$ cat src/rtl/imem_dmem_arbiter.sv
// imem_dmem_arbiter
// Shares one single-ported backing memory between the instruction fetch port
// (read-only) and the data port (read/write). Only one transaction can be in
// flight at a time. The data port normally wins a tie. A starvation counter
// lets a pending fetch win once STARVE_MAX data grants in a row have beaten it.
// A branch flush kills an in-flight fetch. The memory transaction still runs
// to completion, but no fetch response is produced.
//
// Ports:
//   clk, reset                      clock, asynchronous active-high reset
//   if_req_valid/addr/ready         fetch request handshake
//   if_flush                        kill in-flight fetch, block fetch grant
//   if_rsp_valid/data               one-cycle fetch response pulse
//   d_req_valid/we/addr/wdata/be    data request
//   d_req_ready                     data request accepted
//   d_rsp_valid/data                one-cycle data response pulse
//   mem_req_valid/we/addr/wdata/be  registered request to backing memory
//   mem_req_ready                   memory accepts request
//   mem_rsp_valid/data              memory response / write ack
module imem_dmem_arbiter #(
    parameter int ADDR_W     = 32,
    parameter int DATA_W     = 32,
    parameter int STARVE_MAX = 4
) (
    input  logic                clk,
    input  logic                reset,
    input  logic                if_req_valid,
    input  logic [ADDR_W-1:0]   if_req_addr,
    output logic                if_req_ready,
    input  logic                if_flush,
    output logic                if_rsp_valid,
    output logic [DATA_W-1:0]   if_rsp_data,
    input  logic                d_req_valid,
    input  logic                d_req_we,
    input  logic [ADDR_W-1:0]   d_req_addr,
    input  logic [DATA_W-1:0]   d_req_wdata,
    input  logic [DATA_W/8-1:0] d_req_be,
    output logic                d_req_ready,
    output logic                d_rsp_valid,
    output logic [DATA_W-1:0]   d_rsp_data,
    output logic                mem_req_valid,
    output logic                mem_req_we,
    output logic [ADDR_W-1:0]   mem_req_addr,
    output logic [DATA_W-1:0]   mem_req_wdata,
    output logic [DATA_W/8-1:0] mem_req_be,
    input  logic                mem_req_ready,
    input  logic                mem_rsp_valid,
    input  logic [DATA_W-1:0]   mem_rsp_data
);
    localparam int BE_W  = DATA_W / 8;
    localparam int CNT_W = $clog2(STARVE_MAX + 1);
    localparam logic [CNT_W-1:0] STARVE_LIM = CNT_W'(STARVE_MAX);

    typedef enum logic [1:0] {IDLE, REQ, WAIT} state_t;
    typedef enum logic {OWN_FETCH, OWN_DATA} owner_t;

    state_t              state_reg, state_next;
    owner_t              owner_reg;
    logic                kill_reg;
    logic [CNT_W-1:0]    starve_cnt_reg;

    logic                mem_req_valid_reg;
    logic                mem_req_we_reg;
    logic [ADDR_W-1:0]   mem_req_addr_reg;
    logic [DATA_W-1:0]   mem_req_wdata_reg;
    logic [BE_W-1:0]     mem_req_be_reg;
    logic                if_rsp_valid_reg;
    logic [DATA_W-1:0]   if_rsp_data_reg;
    logic                d_rsp_valid_reg;
    logic [DATA_W-1:0]   d_rsp_data_reg;

    logic                fetch_elig;
    logic                grant_fetch;
    logic                grant_data;
    logic                rsp_done;

    // A flushed fetch is never eligible, so a flush in IDLE blocks the grant.
    assign fetch_elig = if_req_valid && !if_flush;
    // Responses outside WAIT are protocol violations and are dropped.
    assign rsp_done   = (state_reg == WAIT) && mem_rsp_valid;

    always_ff @(posedge clk or posedge reset) begin
        if (reset) begin
            state_reg <= IDLE;
        end else begin
            state_reg <= state_next;
        end
    end

    always_comb begin
        state_next  = state_reg;
        grant_fetch = 1'b0;
        grant_data  = 1'b0;
        case (state_reg)
            IDLE: begin
                if (fetch_elig && (!d_req_valid || starve_cnt_reg == STARVE_LIM)) begin
                    grant_fetch = 1'b1;
                end else if (d_req_valid) begin
                    grant_data = 1'b1;
                end
                if (grant_fetch || grant_data) begin
                    state_next = REQ;
                end
            end
            REQ: begin
                if (mem_req_ready) begin
                    state_next = WAIT;
                end
            end
            WAIT: begin
                if (mem_rsp_valid) begin
                    state_next = IDLE;
                end
            end
            default: state_next = IDLE;
        endcase
    end

    // Readys are combinational, so they are gated by reset. This keeps every
    // output at 0 while reset is held.
    assign if_req_ready = grant_fetch && !reset;
    assign d_req_ready  = grant_data && !reset;

    always_ff @(posedge clk or posedge reset) begin
        if (reset) begin
            owner_reg         <= OWN_FETCH;
            kill_reg          <= 1'b0;
            starve_cnt_reg    <= '0;
            mem_req_valid_reg <= 1'b0;
            mem_req_we_reg    <= 1'b0;
            mem_req_addr_reg  <= '0;
            mem_req_wdata_reg <= '0;
            mem_req_be_reg    <= '0;
            if_rsp_valid_reg  <= 1'b0;
            if_rsp_data_reg   <= '0;
            d_rsp_valid_reg   <= 1'b0;
            d_rsp_data_reg    <= '0;
        end else begin
            if_rsp_valid_reg <= 1'b0;
            d_rsp_valid_reg  <= 1'b0;

            if (grant_fetch) begin
                owner_reg         <= OWN_FETCH;
                kill_reg          <= 1'b0;
                mem_req_valid_reg <= 1'b1;
                mem_req_we_reg    <= 1'b0;
                mem_req_addr_reg  <= if_req_addr;
                mem_req_wdata_reg <= '0;
                mem_req_be_reg    <= '1;
                starve_cnt_reg    <= '0;
            end else if (grant_data) begin
                owner_reg         <= OWN_DATA;
                kill_reg          <= 1'b0;
                mem_req_valid_reg <= 1'b1;
                mem_req_we_reg    <= d_req_we;
                mem_req_addr_reg  <= d_req_addr;
                mem_req_wdata_reg <= d_req_wdata;
                mem_req_be_reg    <= d_req_be;
                // Only a data grant that beats a waiting fetch counts as starvation.
                if (if_req_valid && starve_cnt_reg != STARVE_LIM) begin
                    starve_cnt_reg <= starve_cnt_reg + CNT_W'(1);
                end
            end

            // Fields stay latched after the handshake; only valid drops.
            if (state_reg == REQ && mem_req_ready) begin
                mem_req_valid_reg <= 1'b0;
            end

            if (owner_reg == OWN_FETCH && if_flush && (state_reg == REQ || state_reg == WAIT)) begin
                kill_reg <= 1'b1;
            end

            if (rsp_done) begin
                if (owner_reg == OWN_DATA) begin
                    d_rsp_valid_reg <= 1'b1;
                    d_rsp_data_reg  <= mem_rsp_data;
                end else if (!kill_reg && !if_flush) begin
                    // A flush in the response cycle itself also kills the fetch.
                    if_rsp_valid_reg <= 1'b1;
                    if_rsp_data_reg  <= mem_rsp_data;
                end
            end
        end
    end

    assign mem_req_valid = mem_req_valid_reg;
    assign mem_req_we    = mem_req_we_reg;
    assign mem_req_addr  = mem_req_addr_reg;
    assign mem_req_wdata = mem_req_wdata_reg;
    assign mem_req_be    = mem_req_be_reg;
    assign if_rsp_valid  = if_rsp_valid_reg;
    assign if_rsp_data   = if_rsp_data_reg;
    assign d_rsp_valid   = d_rsp_valid_reg;
    assign d_rsp_data    = d_rsp_data_reg;

endmodule

$ cat config.mk
export PLATFORM = sky130hd
export DESIGN_NAME = imem_dmem_arbiter
export DESIGN_NICKNAME = d
export VERILOG_FILES = /design/src/rtl/imem_dmem_arbiter.sv
export SDC_FILE = /design/constraint.sdc
export NUM_CORES = 1
export LEC_CHECK = 0
export BUFFER_PORTS_ARGS = -buffer_cell sky130_fd_sc_hd__clkbuf_2
export CORE_ASPECT_RATIO = 0.8
export CORE_MARGIN = 1
export CORE_UTILIZATION = 51
export CTS_BUF_LIST = sky130_fd_sc_hd__clkbuf_4 sky130_fd_sc_hd__clkbuf_8
export DETAILED_ROUTE_END_ITERATION = 8
export PLACE_DENSITY = 0.87
export SYNTH_ARGS = -nofsm -noshare
export SYNTH_HDL_FRONTEND = slang
export SYNTH_SLANG_ARGS = --single-unit
$ cat constraint.sdc
create_clock -name clk -period 8.95 [get_ports clk]
set_clock_uncertainty 0.1 [all_clocks]
set_input_delay 1.79 -clock clk [delete_from_list [all_inputs] [get_ports clk]]
set_output_delay 1.79 -clock clk [all_outputs]
set_load 0.01 [all_outputs]
## Word-level counts from Yosys, hierarchy flattened

Index checks and enable logic that the tools add are counted.
W data, S select, Z words.

| word-level totals | value |
|---|---|
| input port bits | 140 |
| output and inout bits | 138 |
| register bits after elaboration | 143 |

| operators by class | value |
|---|---|
| muxes and demuxes | 34 |
| equality and inequality tests | 7 |
| bitwise gates (word level) | 1 |
| add/subtract/negate cells | 1 |
| reductions and logical operators | 26 |

Operators with widths:

| cell | number |
|---|---|
| $mux W32 | 4 |
| $mux W1 | 21 |
| $logic_and A1 B1 Y1 | 10 |
| $mux W3 | 3 |
| $mux W4 | 2 |
| $mux W2 | 3 |
| $ne A2 B2 Y1 const B | 3 |
| $pmux W2 S3 | 1 |
| $reduce_and A3 Y1 | 2 |
| $reduce_bool A3 Y1 | 2 |
| $logic_not A1 Y1 | 4 |
| $reduce_and A2 Y1 | 2 |
| $reduce_bool A2 Y1 | 2 |
| $add A3 B1 Y3 const B | 1 |
| $eq A3 B3 Y1 const B | 1 |
| $logic_or A1 B1 Y1 | 3 |
| $ne A3 B3 Y1 const B | 1 |
| $eq A2 B1 Y1 const B | 1 |
| $eq A2 B2 Y1 const B | 1 |
| $logic_not A2 Y1 | 1 |
| $not A1 Y1 | 1 |

## Logic depth before layout (Yosys ltp)

Gate-level depths: netlist (run 1).

| depth | value |
|---|---|
| word-level depth | 9 |
| gate-level depth with buffers | 8 |
| depth with buffers taken out | 5 |

## Least setup slack after synthesis (run 1)

No wires, ideal clock.

| timing path | value |
|---|---|
| path type | input to output |
| from | in reset |
| to | out if_req_ready |
| path slack | 1.857 ns |
| buffers on the path | 0 |
| stages on the path | 2 |
| arrival time | 5.203 ns |
| required time | 7.060 ns |
| cell sequence | inv_1 and2_1 |

| between the ends | value |
|---|---|
| word-level cells in the longest chain between the ends | 2 |

RTL lines:

| element | line | RTL |
|---|---|---|
| start: declaration | 26 | `input logic reset,` |
| $logic_not A1 Y1 (no source line) | n/a |  |
| $logic_and A1 B1 Y1 | 121 | `assign if_req_ready = grant_fetch && !reset;` |
| end: declaration | 29 | `output logic if_req_ready,` |

Every way passes these cells.

## Final worst setup path (run 1)

| timing path | value |
|---|---|
| from | in if_flush |
| to | out if_req_ready |

| between the ends | value |
|---|---|
| word-level cells in the longest chain between the ends | 7 |

RTL lines:

| element | line | RTL |
|---|---|---|
| start: declaration | 30 | `input logic if_flush,` |
| $logic_not A1 Y1 | 78 | `assign fetch_elig = if_req_valid && !if_flush;` |
| $logic_and A1 B1 Y1 | 78 |  |
| $logic_and A1 B1 Y1 | 96 | `if (fetch_elig && (!d_req_valid \|\| starve_cnt_reg == STARVE_LIM)) begin` |
| $mux W1 | 96 |  |
| $mux W1 (2 in series) | 94 | `case (state_reg)` |
| $logic_and A1 B1 Y1 | 121 |  |

Every way passes these cells. The select of a mux whose other input is x is not followed.

==> metrics.md, run 1 <==
| Metric | Value |
|---|---|
| Die Y | `roughly 97 um` |
| Synth Cell Area | `0.00571 mm^2` |
| Total track usage | `between 20% and 30%` |
| RSZ-0062 raised after global routing | `no` |
| IO buf count | `277` |
| Fin. max-slew vios | `0` |
| RR Startpoint | `state_reg[1]$_DFFE_PP0P_` |
| Setup TNS | `0 ns` |
| Crit path kind | `input pin to output port` |
| Die width | `120 um` |
| Worst setup startpoint | `if_flush` |
| Detailed Route WL | `around 14 mm` |
| Final Util | `a little over two thirds` |
| Post-synth cell types | `36` |
| Final worst-path cycle share | `between 50% and 60%` |
| # Max-Cap Violations | `0` |
| Clock sink count | `~140` |
| Die ar. | `about 0.012 mm^2` |
| Endpoints failing hold | `0` |
| Wire per inst | `~18 um` |
| Area grow syn2layout | `33.0%` |
| Post-Synthesis Cells | `~390` |
| Post-DRT Antenna Nets | `0` |
| Post-CTS Setup Repair Bufs | `0` |
| WP data required | `7.06 ns` |
| Clock transition at path regs | `~0.070 ns` |
| Clock buffer count from CTS | `17` |
| Syn nets | `~530` |
| R2R cell count | `6` |
| Syn_area_per_cell | `between 10 and 15 um^2` |
| Crit end category | `output port` |
| Crit path DAT | `between 2 and 3 ns` |
| Power, Total | `2700 uW` |
| Vias | `4450` |
| Diodes inserted | `0` |
| Largest net degree at the start of global routing | `77` |
| Worst path bufs/invs | `3` |
| First-pass GRT wire length | `22.6 mm` |
| Post_cts resized | `0` |
| CTS Buffer Depth | `2` |
| Cell Area, Placed | `a little over 0.007 mm^2` |
| Mean number of vias per cell | `roughly 5.4` |
| R2r endpoint | `mem_req_wdata[23]$_DFFE_PP0P_` |
| CP max stage delay | `0.36 ns` |
| Crit path launch type | `input pin` |
| Reg2Reg Setup Slack | `approximately 6.1 ns` |
| # setup viols final | `0` |
| Worst slew pin tran | `roughly 1.2 ns` |
| Starting Density | `between 50% and 60%` |
| GPL Wtd Cong | `around 0.81` |
| CP most frequent cell | `clkbuf_2` |
| Min-Delay Path Class | `flop to flop` |
| Layout cell share with drive strength beyond 1 | `roughly 57%` |
| Clk root buf | `clkbuf_8` |
| Drt drc | `0` |
| CORE AREA | `around 0.011 mm^2` |
| H-tree levels | `4` |
| Congestion Overflow GR | `0` |
| Max VDD drop | `0.202 mV` |
| Ys Warns | `0` |
| Vias in the first global route | `around 4500` |
| DR pass1 iterations | `5` |
| Antenna violations before repair | `0` |
| Worst path cell trace | `clkbuf_2 -> nand3b_1 -> a21oi_2 -> buf_4 -> and2_1 -> clkbuf_2` |
| Worst path depth | `6` |
| Tmin final | `roughly 4.9 ns` |
| Status | `finished clean` |
| Slowest CP cell | `buf_4` |
| Cts hold-fix bufs | `0` |
| Clk_lat worst skew | `~0.4 ns` |
| Power Density | `around 360 mW/mm^2` |
| Family with the most delay on the worst path | `buffers and inverters` |
| CTS tree | `built` |
| Worst rel slew slack | `between 10% and 20%` |
| Seq cells post-synth | `143` |
| Rows | `34` |
| DR iter-0 viols | `between 200 and 300` |
| Io pins | `between 200 and 300` |
| CP Max Fanout | `37` |
| Fin area | `between 0.007 and 0.008 mm^2` |
| Peak Freq | `around 210 MHz` |
| Seq/Total Area, Yosys | `between 60% and 70%` |
| Crit path capture | `if_req_ready` |
| P_leak | `0.00413 uW` |
| # nets final | `approximately 800` |
| Final HPWL DP | `10.2 mm` |
power by group:
part           switching (uW)  internal [uW]  leakage, uW
clock                     235            323     0.000215
sequential                179            950      0.00179
combinational             510            505      0.00212
total                     924           1780      0.00413
Yosys cell counts:
master     instances  area, um^2
dfrtp_1          143        3580
mux2_2            63         709
a22o_1            33         289
a221o_1           32         320
and3_1            32         200
buf_2             10        50.1
buf_6              8        90.1
clkbuf_1           7        26.3
ha_1               7        87.6
inv_1              7        26.3
and2_1             4        25.0
nand2_1            4        15.0
o22a_1             4        35.0
mux2_1             3        33.8
nor2_1             3        11.3
a21oi_1            2        10.0
nand2b_1           2        12.5
nand3_1            2        10.0
nand4_1            2        12.5
o21ai_0            2        10.0
a21oi_2            1        8.76
a2bb2oi_1          1        8.76
buf_4              1        7.51
clkbuf_2           1        5.00
nand3b_1           1        7.51
nand4b_4           1        23.8
nor2b_1            1        6.26
nor2b_4            1        13.8
nor3_1             1        5.00
nor3b_1            1        7.51
nor4_4             1        21.3
o21a_1             1        7.51
o21ai_2            1        8.76
o2bb2ai_1          1        8.76
o311a_1            1        10.0
or3_1              1        6.26
per-layer routing:
| layer | wire, um | part of all wire (%) | vias up | global-route usage [%] |
|---|---|---|---|---|
| met5 | 0 | 0 | - | 0 |
| met4 | 350 | 2.4 | 0 | 9.50 |
| met3 | 813 | 5.7 | 28 | 6.13 |
| met2 | 7310 | 51 | 179 | 42.1 |
| met1 | 5870 | 41 | 2241 | 31.0 |
| li1 | - | - | 2002 | - |
how the worst min path moves through the flow:
stage               cells past startpoint                         to                       from
CTS                                     1  mem_req_be[1]$_DFFE_PP0P_  mem_req_be[1]$_DFFE_PP0P_
global placement                        1  mem_req_be[1]$_DFFE_PP0P_  mem_req_be[1]$_DFFE_PP0P_
finish                                  1  mem_req_be[1]$_DFFE_PP0P_  mem_req_be[1]$_DFFE_PP0P_
floorplan                               1   state_reg[1]$_DFFE_PP0P_   state_reg[1]$_DFFE_PP0P_
detailed placement                      1  mem_req_be[1]$_DFFE_PP0P_  mem_req_be[1]$_DFFE_PP0P_
global route                            1  mem_req_be[1]$_DFFE_PP0P_  mem_req_be[1]$_DFFE_PP0P_
kinds of logic (layout without fill, tap and decap cells):
kind of cell,after synthesis,count (layout),synth area share [%]
compound gates,79,79,12.6
buf+inv,34,321,3.59
flops,143,143,62.7
mux,66,66,13.0
simple gates,57,57,6.62
fa+ha+maj,7,7,1.53
per-stage QoR:
step / instances / hold slack [ns] / setup WS (ns)
floorplan: 386 / 0.385 / 1.86
global placement: 786 / 0.374 / 4.17
detailed placement: 786 / 0.376 / 4.10
CTS: 817 / 0.398 / 4.10
global route: 817 / 0.404 / 4.01
finish: 817 / 0.399 / 4.09
cell type report:
| class | instances | area (um^2) |
|---|---|---|
| multi-input cells | 209 | 1930 |
| inverters | 7 | 31.3 |
| clock buffers | 21 | 277 |
| clock inverters | 10 | 161 |
| repair buffers | 283 | 1430 |
| well taps | 144 | 180 |
| flip-flops and latches | 143 | 3580 |
| fillers | 807 | 3300 |
layout by cell type, fill, tap and decap left out, drive strengths merged:
master    netlist  routed
nor4            1       1
nor2b           2       2
a221o          32      32
nor3b           1       1
clkinvlp        0       3
a21oi           3       3
nand2           4       4
or3             1       1
a2bb2oi         1       1
nor2            3       3
nand2b          2       2
o22a            4       4
o2bb2ai         1       1
buf            19       6
clkinv          0       3
nand4b          1       1
ha              7       7
mux2           66      66
bufinv          0       4
a22o           33      33
and2            4       4
o311a           1       1
nand3b          1       1
clkbuf          8     298
and3           32      32
o21a            1       1
dfrtp         143     143
inv             7       7
nor3            1       1
nand3           2       2
nand4           2       2
o21ai           3       3
No activity file was read; power rests on OpenSTA's default activity.
==> inputs of run 2 (changes only) <==
--- a/config.mk
+++ b/config.mk
@@ -5,13 +5,14 @@
 export SDC_FILE = /design/constraint.sdc
 export NUM_CORES = 1
 export LEC_CHECK = 0
+export ABC_AREA = 1
 export BUFFER_PORTS_ARGS = -buffer_cell sky130_fd_sc_hd__clkbuf_2
 export CORE_ASPECT_RATIO = 0.8
 export CORE_MARGIN = 1
-export CORE_UTILIZATION = 51
+export CORE_UTILIZATION = 49
 export CTS_BUF_LIST = sky130_fd_sc_hd__clkbuf_4 sky130_fd_sc_hd__clkbuf_8
 export DETAILED_ROUTE_END_ITERATION = 8
-export PLACE_DENSITY = 0.87
+export PLACE_DENSITY = 0.82
 export SYNTH_ARGS = -nofsm -noshare
 export SYNTH_HDL_FRONTEND = slang
 export SYNTH_SLANG_ARGS = --single-unit
==> constraint.sdc (replaced) <==
create_clock -name clk -period 4.73 [get_ports clk]
set_clock_uncertainty 0.1 [all_clocks]
set_input_delay 0.946 -clock clk [delete_from_list [all_inputs] [get_ports clk]]
set_output_delay 0.946 -clock clk [all_outputs]
set_load 0.01 [all_outputs]
==> run 2 against run 1 <==
Effect of this change:
- final cell count is 48% higher
- total power rose by 95%
- synthesized cell count increased by 100%
- critical path type is now flop to output port
- largest power group unchanged
==> metrics.md, run 2 <==
| Metric | Value |
|---|---|
| First-pass GRT wire length | `26.1 mm (+16%)` |
| Crit path launch type | `flop` |
| P_leak | `0.00493 uW (+20%)` |
| Drt drc | `0 (unchanged)` |
| Seq/Total Area, Yosys | `55.7% (-7.0 points)` |
| Post-synth top flop | `dfrtp_1` |
| Clock sink count | `143 (unchanged)` |
| Io pins | `278 (unchanged)` |
| Post-Synth Simple-Gate Area | `27.7% (+21 points)` |
| Met2 wire length | `7.74 mm (+5.9%)` |
| Worst path bufs/invs | `3 (unchanged)` |
| Family with the most delay on the worst path | `buffers and inverters` |
| Status | `finished clean` |
| Commonest cells after routing, fill and taps aside | `clkbuf_2 (277), nand2_1 (254), dfrtp_1 (143), nand3_1 (108), inv_1 (84)` |
| Seq cells post-synth | `143 (unchanged)` |
| Number of enable flip-flop cells after synthesis | `0 (unchanged)` |
| Non-Filler Instances | `1211 (+48%)` |
| Tmin final | `approximately 3.3 ns` |
| WL met3 | `1.15 mm (+41%)` |
| Clk root buf | `clkbuf_8` |
| # Max-Cap Violations | `0 (unchanged)` |
| CORE AREA | `0.0128 mm^2 (+18%)` |
| Power Density | `637 mW/mm^2 (+79%)` |
| Post-Synthesis Cells | `772 (+100%)` |
| Final worst-path cycle share | `between 60% and 70%` |
| Endpoint, Worst Hold | `d_rsp_data[16]$_DFFE_PP0P_` |
| CP max stage delay | `0.47 ns (+0.11 ns)` |
| CTS tree | `built` |
| Detailed Route WL | `16.3 mm (+14%)` |
| Clk_lat worst skew | `0.42 ns (about the same)` |
| DR pass1 iterations | `5 (unchanged)` |
| IO buf count | `277 (unchanged)` |
| Vias | `5908 (+33%)` |
| Area grow syn2layout | `28.4%` |
| Die Y | `104 um (+8.1%)` |
| Synth Cell Area | `0.00642 mm^2 (+13%)` |
| Rows | `37 (+8.8%)` |
| Wire length on met1 | `7.05 mm (+20%)` |
| Endpoints failing hold | `0 (unchanged)` |
| Fin. max-slew vios | `0 (unchanged)` |
| Setup TNS | `0 ns (unchanged)` |
| Crit path kind | `flop to output port` |
| # setup viols final | `0 (unchanged)` |
| Cts hold-fix bufs | `0 (unchanged)` |
| Syn nets | `919 (+72%)` |
| RR Startpoint | `state_reg[0]$_DFFE_PP0P_` |
| Synth area leaders | `dfrtp_1 (56%), nand2_1 (15%), nand3_1 (8.5%), o21ai_0 (5.3%), inv_1 (5.0%)` |
| Post-Synth XOR/XNOR Area | `0% (unchanged)` |
| R2R cell count | `8 (+2)` |
| CTS Buffer Depth | `2 (unchanged)` |
| Layout cell share with drive strength beyond 1 | `31.5% (-25 points)` |
| CP Max Fanout | `23 (-38%)` |
| Clock transition at path regs | `0.08 ns (about the same)` |
| H-tree levels | `4 (unchanged)` |
| Synth Area in Compound Gates | `5.37% (-7.2 points)` |
| Top post-synthesis cells by count | `nand2_1 (255), dfrtp_1 (143), nand3_1 (109)` |
| Cells after DPL | `1180 (+50%)` |
| Ys Warns | `0 (unchanged)` |
| Congestion Overflow GR | `0 (unchanged)` |
| Reg2Reg Setup Slack | `1.91 ns (-4.23 ns)` |
| Total track usage | `24.8% (-0.11 points)` |
| WP data required | `3.68 ns (-3.38 ns)` |
| Post-synth cell types | `18 (-50%)` |
| Worst rel slew slack | `25.3% (+5.3 points)` |
| Starting Density | `50.1% (-2.3 points)` |
| R2r endpoint | `mem_req_be[0]$_DFFE_PP0P_` |
| Worst slew pin tran | `1.12 ns (-0.0811 ns)` |
| Diodes inserted | `0 (unchanged)` |
| Commonest non-fill, non-tap cell in the layout | `clkbuf_2` |
| Hold Path Origin | `d_rsp_data[16]$_DFFE_PP0P_` |
| Slowest CP cell | `ha_1` |
| Async set-reset flop share out of synthesis | `100% (unchanged)` |
| Peak Freq | `306 MHz` |
| Cell taking the most area after synthesis | `dfrtp_1` |
| Adder-Cell Fraction of Synth Area | `1.36% (-0.17 points)` |
| Clock buffer count from CTS | `17 (unchanged)` |
| Max layer used | `met4` |
| # fillers | `1136 (+41%)` |
| RSZ-0062 raised after global routing | `no` |
| Crit end category | `output port` |
| Syn_area_per_cell | `8.32 um^2 (-44%)` |
| Largest net degree at the start of global routing | `113 (+47%)` |
| Min-Delay Path Class | `flop to flop` |
| Largest family of logic cells by synthesized area | `simple AND/OR/NAND/NOR gates` |
| Worst Hold Depth | `2 (+1)` |
| Die width | `130 um (+8.1%)` |
| Mean number of vias per cell | `4.88 (-10%)` |
| Most frequent cell after synthesis | `nand2_1` |
| Vias in the first global route | `5437 (+22%)` |
| GPL Wtd Cong | `0.825 (+1.5%)` |
| Wire per inst | `13.5 um (-23%)` |
| Post_cts resized | `0 (unchanged)` |
| Die ar. | `0.0136 mm^2 (+17%)` |
| # nets final | `1171 (+45%)` |
| Post-CTS Setup Repair Bufs | `0 (unchanged)` |
| Crit path DAT | `2.22 ns (-0.75 ns)` |
| Post-DRT Antenna Nets | `0 (unchanged)` |
| Antenna violations before repair | `0 (unchanged)` |
| Post-synthesis mux area share | `0% (-13 points)` |
| Max VDD drop | `0.310 mV (+53%)` |
| Synth top area share | `55.7% (-7.0 points)` |
| DR iter-0 viols | `371 (+31%)` |
| Worst path cell trace | `inv_1 -> ha_1 -> buf_4 -> nand3_4 -> nor2_1 -> clkbuf_2` |
| Final HPWL DP | `11.3 mm (+11%)` |
[run 2: how the worst max path moves through the flow]
stage,slack [ns],end,from,depth (start not counted)
4_1_cts,1.46,if_req_ready,state_reg[1]$_DFFE_PP0P_,6
3_3_place_gp,1.75,mem_req_be[0]$_DFFE_PP0P_,d_req_valid,8
2_1_floorplan,1.89,d_rsp_data[0]$_DFFE_PP0P_,reset,1
5_1_grt,1.29,if_req_ready,state_reg[1]$_DFFE_PP0P_,6
6_report,1.46,if_req_ready,state_reg[1]$_DFFE_PP0P_,6
3_5_place_dp,1.70,mem_req_be[0]$_DFFE_PP0P_,if_req_valid,9
[run 2: through the flow]
stage	total power [uW]	setup slack, ns	hold WS, ns	area, um^2	util (%)
final	5260	1.46	0.389	8250	64.3
after global routing	5690	1.29	0.404	8250	64.3
after CTS	5310	1.46	0.391	8250	64.3
after detailed placement	4240	1.70	0.372	7820	61.0
after global placement	4160	1.75	0.365	7820	61.0
after floorplan	3350	1.89	0.367	6430	-
[run 2: worst min-delay path: stages, from the launching register on]
cell and delay [ns]:
dfrtp_1 0.35, nand2_1 0.05, o21ai_0 0.06
[run 2: layout make-up]
class	instances	area (um^2)	area share [%]
Tap cell	175	219	2.65
Inverter	87	330	4.00
Timing Repair Buffer	287	1460	17.7
Sequential cell	143	3580	43.4
Multi-Input combinational cell	488	2230	27.0
Clock inverter	12	185	2.24
Clock buffer	19	249	3.02
[run 2: metal layers]
layer,GRT usage [%],up-vias
met4,9.72,0
met5,0,-
met1,31.6,2704
met3,6.58,29
li1,-,2950
met2,40.1,225
[run 2: logic make-up after synthesis]
kind of cell,after synthesis
compound gates,69
buf+inv,141
flops,143
fa+ha+maj,7
simple gates,412
[run 2: report_power, final]
group          switching (uW)  total [uW]  internal, uW
clock network             467        1050           588
logic                    1260        2060           801
registers                 331        2140          1810
==> inputs of run 3 (changes only) <==
--- a/config.mk
+++ b/config.mk
@@ -5,14 +5,14 @@
 export SDC_FILE = /design/constraint.sdc
 export NUM_CORES = 1
 export LEC_CHECK = 0
-export ABC_AREA = 1
+export ABC_AREA = 0
 export BUFFER_PORTS_ARGS = -buffer_cell sky130_fd_sc_hd__clkbuf_2
 export CORE_ASPECT_RATIO = 0.8
 export CORE_MARGIN = 1
-export CORE_UTILIZATION = 49
+export CORE_UTILIZATION = 43
 export CTS_BUF_LIST = sky130_fd_sc_hd__clkbuf_4 sky130_fd_sc_hd__clkbuf_8
 export DETAILED_ROUTE_END_ITERATION = 8
-export PLACE_DENSITY = 0.82
+export PLACE_DENSITY = 0.78
 export SYNTH_ARGS = -nofsm -noshare
 export SYNTH_HDL_FRONTEND = slang
 export SYNTH_SLANG_ARGS = --single-unit
==> constraint.sdc (replaced) <==
create_clock -name clk -period 2.96 [get_ports clk]
set_clock_uncertainty 0.1 [all_clocks]
set_input_delay 0.592 -clock clk [delete_from_list [all_inputs] [get_ports clk]]
set_output_delay 0.592 -clock clk [all_outputs]
set_load 0.01 [all_outputs]
==> run 3 against run 2 <==
Effect of this change:
- total power increased by 53%
- die area increased by 1.2%
- count of clock-buffer cells in the layout increased by 1
- largest power group unchanged
- core utilization decreased by 5.2 points
- critical endpoint is now d_req_ready
- design area decreased by 7.4%
- first-iteration DRC count decreased by 43%
- setup slack got worse by 1.2 ns
- register-to-register slack got worse by 1.5 ns
- flip-flop and latch count unchanged
- non-clock buffer count decreased by 4
- routed wire length decreased by 13%
==> metrics.md, run 3 (synthesis results as in run 1) <==
| Metric | Value |
|---|---|
| Die Y | `105 um (+0.61%)` |
| Clk root buf | `clkbuf_8` |
| Diodes inserted | `0 (unchanged)` |
| DR pass1 iterations | `7 (+2)` |
| CTS Buffer Depth | `2 (unchanged)` |
| Area grow syn2layout | `33.8%` |
| Vias | `4375 (-26%)` |
| First-pass GRT wire length | `21.5 mm (-18%)` |
| Crit end category | `output port` |
| Total track usage | `20.5% (-4.3 points)` |
| Post_cts resized | `0 (unchanged)` |
| Status | `finished clean` |
| Clock sink count | `143 (unchanged)` |
| H-tree levels | `4 (unchanged)` |
| Layout cell share with drive strength beyond 1 | `57.0% (+26 points)` |
| IO buf count | `277 (unchanged)` |
| Tmin final | `2.69 ns` |
| RSZ-0062 raised after global routing | `no` |
| CTS tree | `built` |
| Reg2Reg Setup Slack | `0.40 ns (-1.51 ns)` |
| Commonest cells after routing, fill and taps aside | `clkbuf_2 (277), dfrtp_1 (143), mux2_2 (63), a22o_1 (33)` |
| Fin. max-slew vios | `0 (unchanged)` |
| Final HPWL DP | `9.98 mm (-12%)` |
| Largest net degree at the start of global routing | `144 (+27%)` |
| Vias in the first global route | `4369 (-20%)` |
| Commonest non-fill, non-tap cell in the layout | `clkbuf_2` |
| Peak Freq | `371 MHz` |
| Worst setup startpoint | `starve_cnt_reg[0]$_DFFE_PP0P_` |
| RR Startpoint | `state_reg[0]$_DFFE_PP0P_` |
| Wire per inst | `16.7 um (+24%)` |
| Worst slew pin tran | `1.21 ns (+0.0938 ns)` |
| CP Max Fanout | `17 (-26%)` |
| Post-CTS Setup Repair Bufs | `0 (unchanged)` |
| Detailed Route WL | `14.2 mm (-13%)` |
| Crit path DAT | `2.00 ns (-0.22 ns)` |
| Crit path kind | `flop to output port` |
| Crit path launch type | `flop` |
| Antenna violations before repair | `0 (unchanged)` |
| DR iter-0 viols | `210 (-43%)` |
| Die ar. | `0.0137 mm^2 (+1.2%)` |
| Final worst-path cycle share | `roughly nine tenths` |
| # nets final | `809 (-31%)` |
| Min-Delay Path Class | `input pin to asynchronous set/reset pin` |
| # setup viols final | `0 (unchanged)` |
| Congestion Overflow GR | `0 (unchanged)` |
| Drt drc | `0 (unchanged)` |
| Clk_lat worst skew | `0.42 ns (about the same)` |
| Rows | `37 (unchanged)` |
| Starting Density | `44.2% (-5.9 points)` |
| # Max-Cap Violations | `0 (unchanged)` |
| GPL Wtd Cong | `0.790 (-4.3%)` |
| Mean number of vias per cell | `5.15 (+5.5%)` |
| Clock transition at path regs | `0.08 ns (about the same)` |
| Endpoints failing hold | `0 (unchanged)` |
| Fin worst setup slack | `0.266 ns (-1.19 ns)` |
| Worst rel slew slack | `19.2% (-6.2 points)` |
| Post-DRT Antenna Nets | `0 (unchanged)` |
| Placement Setup Slack | `0.343 ns (-1.36 ns)` |
| Setup TNS | `0 ns (unchanged)` |
| Power Density | `1050 mW/mm^2 (+65%)` |
| WP data required | `2.27 ns (-1.41 ns)` |
| CORE AREA | `0.0129 mm^2 (+0.72%)` |
| P_leak | `0.00413 uW (-16%)` |
| Die width | `131 um (+0.62%)` |
| Max VDD drop | `0.509 mV (+64%)` |
| Cts hold-fix bufs | `0 (unchanged)` |
| Io pins | `278 (unchanged)` |
| Clock buffer count from CTS | `17 (unchanged)` |
run 3: changes by cell type in the layout (fill, tap and decap cells not counted), moves of 8 or more:
cell | before | now
nand2_1 | 254 | 4
nand3_1 | 108 | 2
inv_1 | 84 | 6
o21ai_0 | 68 | 2
mux2_2 | 0 | 63
a22o_1 | 0 | 33
a221o_1 | 0 | 32
and3_1 | 0 | 32
nand4_1 | 34 | 2
nor2_1 | 11 | 3
run 3: through the flow:
stage / hold slack (ns) / instances / util, % / cell area [um^2] / total power [uW]
detailed placement: 0.381 / 817 / 55.9 / 7220 / 6560
global route: 0.213 / 850 / 59.1 / 7640 / 8560
floorplan: 0.385 / 386 / - / 5710 / 5200
global placement: 0.375 / 817 / 55.9 / 7220 / 6380
CTS: 0.219 / 849 / 59.0 / 7620 / 8120
finish: 0.256 / 850 / 59.1 / 7640 / 8030
run 3: layout make-up:
class	count	area [um^2]
Sequential cell	143	3580
Timing Repair Buffer	283	1460
Tap cell	175	219
Inverter	7	30.0
Fill cell	1040	5280
Clock inverter	12	135
Multi-Input combinational cell	210	1960
Clock buffer	20	263
run 3: report_power, final:
part | leakage [uW] | internal (uW) | switching (uW)
logic | 0.00214 | 1550 | 1560
registers | 0.00179 | 2870 | 541
clock network | 0.000193 | 794 | 722
total | 0.00413 | 5210 | 2820
run 3: path summary, 6_finish.rpt:
kind | to | cells after the start
setup / recovery | d_req_ready | 6
hold / removal | mem_req_be[1]$_DFFE_PP0P_ | 3
setup reg to reg | mem_req_wdata[20]$_DFFE_PP0P_ | 5
hold reg to reg | mem_req_wdata[1]$_DFFE_PP0P_ | 1
max in group asynchronous | mem_req_addr[5]$_DFFE_PP0P_ | 3
min in group clk | mem_req_valid$_DFFE_PP0P_ | 2
run 3: worst max-delay path: stages, from the launching register on:
cell      delay (ns)
dfrtp_1         0.41
inv_1           0.07
ha_1            0.33
nand4b_4        0.31
nand2_1         0.28
nor2_1          0.06
clkbuf_2        0.12
run 3: per-layer routing:
layer | global-route usage [%] | wire [um] | up-vias
li1 | - | - | 2007
met1 | 24.6 | 6040 | 2173
met2 | 34.9 | 7100 | 181
met3 | 5.84 | 831 | 14
met4 | 7.06 | 184 | 0
met5 | 0 | 0 | -
